## src/rtl/input_filter.sv

```systemverilog
// input_filter: synchroniser plus stable-count debouncer for one raw switch line.
// Optional rejected-glitch counter is built when INPUT_FILTER_GLITCH_CNT_EN is defined.
module input_filter #(
   parameter int   SYNC_STAGES   = 2,
   parameter int   STABLE_CYCLES = 16,
   parameter logic RESET_LEVEL   = 1'b0
) (
   input  logic       clk,
   input  logic       rst,
   input  logic       in,
   output logic       out,
   output logic       changed
`ifdef INPUT_FILTER_GLITCH_CNT_EN
   ,
   output logic [7:0] glitch_cnt
`endif
);

   localparam int CNT_W = (STABLE_CYCLES > 1) ? $clog2(STABLE_CYCLES) : 1;
   localparam logic [CNT_W-1:0] CNT_LAST = CNT_W'(STABLE_CYCLES - 1);

   logic [SYNC_STAGES-1:0] sync_q, sync_d;
   logic [CNT_W-1:0]       cnt_q, cnt_d;
   logic                   out_q, out_d;
   logic                   changed_q, changed_d;
   logic                   s;

   assign s = sync_q[SYNC_STAGES-1];

   // Any cycle where s matches out clears progress; there is no partial credit.
   always_comb begin
      sync_d    = {sync_q[SYNC_STAGES-2:0], in};
      out_d     = out_q;
      cnt_d     = '0;
      changed_d = 1'b0;
      if (s != out_q) begin
         if (cnt_q == CNT_LAST) begin
            out_d     = s;
            changed_d = 1'b1;
         end else begin
            cnt_d = cnt_q + CNT_W'(1);
         end
      end
   end

   always_ff @(posedge clk or posedge rst) begin
      if (rst) begin
         sync_q    <= {SYNC_STAGES{RESET_LEVEL}};
         cnt_q     <= '0;
         out_q     <= RESET_LEVEL;
         changed_q <= 1'b0;
      end else begin
         sync_q    <= sync_d;
         cnt_q     <= cnt_d;
         out_q     <= out_d;
         changed_q <= changed_d;
      end
   end

   assign out     = out_q;
   assign changed = changed_q;

`ifdef INPUT_FILTER_GLITCH_CNT_EN
   logic [7:0] glitch_q, glitch_d;

   // A glitch is a run of differing cycles that ended before acceptance.
   always_comb begin
      glitch_d = glitch_q;
      if ((s == out_q) && (cnt_q != '0) && (glitch_q != 8'hFF)) begin
         glitch_d = glitch_q + 8'd1;
      end
   end

   always_ff @(posedge clk or posedge rst) begin
      if (rst) begin
         glitch_q <= 8'd0;
      end else begin
         glitch_q <= glitch_d;
      end
   end

   assign glitch_cnt = glitch_q;
`endif

endmodule

```

## config.mk

```make
export PLATFORM = sky130hd
export DESIGN_NAME = input_filter
export DESIGN_NICKNAME = d
export VERILOG_FILES = /design/src/rtl/input_filter.sv
export SDC_FILE = /design/constraint.sdc
export NUM_CORES = 1
export LEC_CHECK = 0
export ABC_AREA = 1
export ABC_CLOCK_PERIOD_IN_PS = 2740
export CAP_MARGIN = 10
export CORE_AREA = 5 5 42 44
export CTS_CLUSTER_SIZE = 20
export DETAILED_ROUTE_END_ITERATION = 12
export DIE_AREA = 0 0 47 49
export GPL_TIMING_DRIVEN = 0
export PLACE_DENSITY_LB_ADDON = 0.15
export SLEW_MARGIN = 20
export SYNTH_ARGS = -nofsm -noshare
export SYNTH_HDL_FRONTEND = slang
export SYNTH_SLANG_ARGS = --single-unit
```

## constraint.sdc

```tcl
create_clock -name clk -period 2.74 [get_ports clk]
set_input_delay 0.411 -clock clk [delete_from_list [all_inputs] [get_ports clk]]
set_output_delay 0.411 -clock clk [all_outputs]
set_load 0.05 [all_outputs]
```

==> results.ini <==
[sta]
fin_skew_ns=0.0005304
period_needed_ns=1.847
hold_viol=0
tns_ns=0
setup-violations-final=0
tightest_slew_ns=0.5013
slew_headroom_pct=66.48
max_freq_mhz=541.5
grt_setup_unrepaired=false
final.period_utilization_pct=67.40
drv_slew=0

[placement]
dp.cells=51
port_buffers=4
hpwl_um=419.9
gp_congestion=0.7275

[clock_network]
cts_tree=yes
clk_path_buf_depth=2
htree_levels=1
cts_hold_buf=0
clkSlewWorstSetupHoldPaths_ns=0.05
cts_setup_buffers=0
cts_num_sinks=8
insertion_delay_ns=0.25
root_buffer=clkbuf_4
cts_resized=0
numCtsBuffers=3

[synth]
synth-edff-count=0
netlist-cell-type-count=11
syn_area_um2=320.3
synth_area_leaders=dfrtp_1, nand2_1, nand3_2
synth_warnings=0
async_flop_share_pct=100.0
yosysTopAreaCellShare_pct=62.50
syn_nets=35
yosys_register_bits=8
synth_cells=31
yosys.area.top_type=dfrtp_1
synth_common_cells=dfrtp_1, nand2_1, inv_1
syn_area_per_cell_um2=10.33
yosysSeqAreaShare_pct=62.50
dominantRegCellSynth=dfrtp_1
yosysMostFrequentCell=dfrtp_1

[global_routing]
grt_usage_pct=5.953
grt_max_degree=9
grt_pass1_wl_um=883
grt.overflow.total=0
antenna_found_initial=0
grt_pass1_vias=228

[die]
num_rows=14
dieArea_mm2=0.002303
start_util_pct=22.86
io_pins=5
die_h_um=49
coreArea_mm2=0.001401
die_x_um=47

[worst_setup_path]
path_delay_family=buffers and inverters
path_class=reg -> out
slowest_stage=clkdlybuf4s50_1
end_kind=output pin
cp_cell_sequence=clkdlybuf4s50_1
cp.required_ns=2.33
path_buf_inv=1
cp-start-kind=flip-flop
slowest_delay_ns=0.81
arrival_ns=1.44
r2r_setup_slack_ns=1.69
crit_fanout=4

[drt]
remaining_drc_errors=0
firstDrtPassIters=4
routed_via_density=4.111
wire_per_inst_um=9.537
vias=222
initialDrtViolationCount=4
wirelength_um=515
drtAntennaViolNets=0

[power]
swShare_pct=20.97
intPower_mw=0.1800
switchingPower_mw=0.04778
p_per_area_mw_per_mm2=565.5
pwr-share-seq_pct=56.1
p_leak_nw=0.1943
ir_drop_uv=238.4
p_clk_share_pct=37.5
p_comb_share_pct=6.4

[worst_hold_path]
hp-class=reg -> reg

[flow_run]
max_cap_viol_count=0

[final_layout]
fillers=161
antenna_cells=0
finalNonFillerCells=54
drive_gt1_share_pct=15.79
area_delta_synth_final_pct=25.78
nets=44
multiInputGateArea_um2=101.3
regArea_um2=200.2

[status]
outcome=finished, final reports clean

[power by group through the flow]
stage	sequential [mW]	combinational (mW)	clock, mW
2_1_floorplan	0.129	0.0100	0
3_3_place_gp	0.129	0.0146	0
3_5_place_dp	0.130	0.0151	0
4_1_cts	0.128	0.0152	0.0911
5_1_grt	0.128	0.0173	0.0969
6_report	0.128	0.0147	0.0854
[state kept, by name, indices dropped and copies added (netlist names)]
register  cells
changed       1
out           1
cnt_q         4
sync_q        2
[worst reg2reg max path, delay by kind of cell, from the launching register on]
family	cells	cell delay, ns
AND/OR/NAND/NOR	3	0.32
flip-flops	1	0.41
adder cells (fa/ha/maj)	1	0.25
[routing by layer]
metal	GRT usage, %	vias up	share of wire, %
li1	-	111	-
met1	5.830	99	42
met2	7.466	7	45
met3	3.690	5	6.8
met4	6.912	0	6.2
met5	0	-	0
[cell type report]
class                   count  area share, %
well taps                  16          4.969
repair buffers              4          9.938
inverters                   5          4.658
multi-input cells          18          25.16
flip-flops and latches      8          49.69
clock buffers               3          5.590
[path summary, 6_finish.rpt]
| check | depth (start not counted) | to | from |
|---|---|---|---|
| max in group asynchronous | 2 | cnt_q[3]$_DFF_PP0_ | rst |
| hold / removal | 0 | sync_q[1]$_DFF_PP0_ | sync_q[0]$_DFF_PP0_ |
| setup / recovery | 1 | out | out$_DFFE_PP0P_ |
| min in group asynchronous | 2 | changed$_DFF_PP0_ | rst |
| setup reg to reg | 4 | cnt_q[3]$_DFF_PP0_ | cnt_q[0]$_DFF_PP0_ |
| hold reg to reg | 0 | sync_q[1]$_DFF_PP0_ | sync_q[0]$_DFF_PP0_ |
[logic make-up (layout without fill, tap and decap cells)]
family,after synthesis,in the layout,synth area share [%]
buffers and inverters,5,12,5.860
XOR/XNOR,1,1,2.735
AO/OA/AOI/OAI,1,1,1.561
flip-flops,8,8,62.50
AND/OR/NAND/NOR,15,15,23.44
adder cells (fa/ha/maj),1,1,3.906
[cell usage in the layout, fill, tap and decap left out]
cell type / n
clkbuf_4: 3
clkdlybuf4s50_1: 4
dfrtp_1: 8
ha_1: 1
inv_1: 5
nand2_1: 6
nand3_1: 1
nand3_2: 2
nand4_1: 1
nor2_1: 4
nor2_2: 1
o21ai_1: 1
xnor2_1: 1
[stage by stage]
step	worst slack [ns]	util [%]	hold slack [ns]	instance area, µm²	power [mW]
4_1_cts	0.8744	28.75	0.3487	402.9	0.2340
3_3_place_gp	1.153	27.14	0.3329	380.4	0.1436
5_1_grt	0.8435	28.75	0.3546	402.9	0.2425
3_5_place_dp	1.150	27.14	0.3373	380.4	0.1448
2_1_floorplan	1.670	-	0.2267	320.3	0.1388
6_report	0.8933	28.75	0.3461	402.9	0.2278
(Power assumes the default switching activity.)
==> RTL change, RTL diff (config.mk and constraints unchanged) <==
Change the parameter `RESET_LEVEL` from 1'b0 to 1'b1.
--- a/src/rtl/input_filter.sv
+++ b/src/rtl/input_filter.sv
@@ -3,7 +3,7 @@
 module input_filter #(
    parameter int   SYNC_STAGES   = 2,
    parameter int   STABLE_CYCLES = 16,
-   parameter logic RESET_LEVEL   = 1'b0
+   parameter logic RESET_LEVEL   = 1'b1
 ) (
    input  logic       clk,
    input  logic       rst,
Formal check against the unedited RTL: not equivalent (a bounded check fails within 4 cycles, from zero or initial values and one cycle with rst high).
==> RTL change against the unedited design <==
Final area grew 1.9%. First-iteration DRC count unchanged. Routed wire length fell by 10%. Sequential cell count stayed put. Worst setup slack got worse by 0.15 ns. Cell count rose by 1.9%. Count of clock-buffer cells in the layout rose by 1. Clock skew is 0.011 ns higher. Total power rose by 4.2%. Largest cell class unchanged. Synthesized area up 1.2%. Synthesized cell count stayed put. Maximum frequency decreased by 7.3%. Critical path type unchanged.
==> RTL change: results (changes against the unedited design) <==
----------------------------------------------------
[Global routing]
  GRT Resource Usage Total ... 0.0589 (was 0.0595)
  Wire length of the first global-routing pass ... 917 microns (was 883 microns)
  Vias in the first global route ... 226 (was 228)

[Run status]
  Outcome ... completed (unchanged)

[STA]
  Post-route clock skew ... 0.0115 ns (was 0.000530 ns)
  Slew HR ... 0.668 (was 0.665)

[Power]
  Reported net switching power ... 50.3 uW (was 47.8 uW)
  Static leakage ... 0.000190 uW (was 0.000194 uW)
  Maximum vdd ir drop ... 0.198 mV (was 0.238 mV)

[Worst hold path]
  Min-Delay Startpoint ... sync_q[0] (unchanged)

[Synth]
  XOR/XNOR Fraction of Synth Area ... 0.0270 (was 0.0273)
  Async set-reset flop share out of synthesis ... 1.00 (unchanged)
  Cell types with the highest counts after synthesis ... sky130_fd_sc_hd__nand2_1 (6), sky130_fd_sc_hd__dfrtp_1 (5), sky130_fd_sc_hd__inv_1 (5), sky130_fd_sc_hd__nor2_1 (4), sky130_fd_sc_hd__dfstp_2 (3) (was sky130_fd_sc_hd__dfrtp_1 (8), sky130_fd_sc_hd__nand2_1 (6), sky130_fd_sc_hd__inv_1 (5), sky130_fd_sc_hd__nor2_1 (4), sky130_fd_sc_hd__nand3_2 (2))
  Synthesized area divided by synthesized cell count ... 10.5 sq um (was 10.3 sq um)
  Synth Area in Compound Gates ... 0.0154 (was 0.0156)
  Adder-cell share of the synthesized area ... 0.0386 (was 0.0391)

[Layout]
  Share of final-layout standard cells stronger than drive strength 1 ... 0.231 (was 0.158)
  FILL cells ... 150 (was 161)

[Drt]
  Via/cell ratio ... 3.96 (was 4.11)
  Routed vias ... 218 (was 222)
  Total wire length ... 461 microns (was 515 microns)
  Router iterations before antenna repair ... 2 (was 4)

[Setup path]
  Worst Path Arrival ... 1.58 ns (was 1.44 ns)
  Cell with the largest stage delay on the worst path ... sky130_fd_sc_hd__clkdlybuf4s50_1 (unchanged)

[Place]
  RD Place Congestion ... 0.584 (was 0.728)

----------------------------------------------------
[RTL change: layout make-up]
cell class,instances,area (sq um),share of cell area
clock buffers,4,26.3,0.0640
flip-flops and latches,8,204,0.497
well taps,16,20.0,0.0488
repair buffers,4,40.0,0.0976
inverters,5,18.8,0.0457
multi-input cells,18,101,0.247
[RTL change: kinds of logic (layout without fill, tap and decap cells)]
family,after synthesis,after routing
XOR/XNOR,1,1
flip-flops,8,8
AO/OA/AOI/OAI,1,1
adder cells (fa/ha/maj),1,1
buffers and inverters,5,13
AND/OR/NAND/NOR,15,15
[RTL change: stage by stage]
stage	instance area, sq um	total power (uW)	hold WS [ns]	util	setup WS, ns
floorplan	324	140	0.225	-	1.65
global placement	384	145	0.346	0.274	0.995
detailed placement	384	145	0.348	0.274	0.996
CTS	410	244	0.356	0.293	0.725
global route	410	258	0.357	0.293	0.687
finish	410	237	0.355	0.293	0.747
[RTL change: power groups by stage]
stage                     combinational, uW  clock [uW]  sequential, uW
after global placement                 14.5           0             130
after detailed placement               14.7           0             131
after global routing                   16.9         111             130
after floorplan                        10.0           0             130
after CTS                              14.9         101             129
final                                  14.5        94.0             129
[RTL change: worst max path at each step]
stage | from | endpoint | slack [ns]
after global placement | out | out | 1.0
after global routing | out | out | 0.69
after CTS | out | out | 0.72
final | out | out | 0.75
after detailed placement | out | out | 1.0
after floorplan | out | out | 1.65
[RTL change: layer usage]
layer | share of wire | GRT usage | vias up
li1 | - | - | 112
met2 | 0.48 | 0.0747 | 5
met1 | 0.46 | 0.0722 | 101
met3 | 0.065 | 0.0332 | 0
met4 | 0 | 0.0415 | 0
met5 | 0 | 0 | -
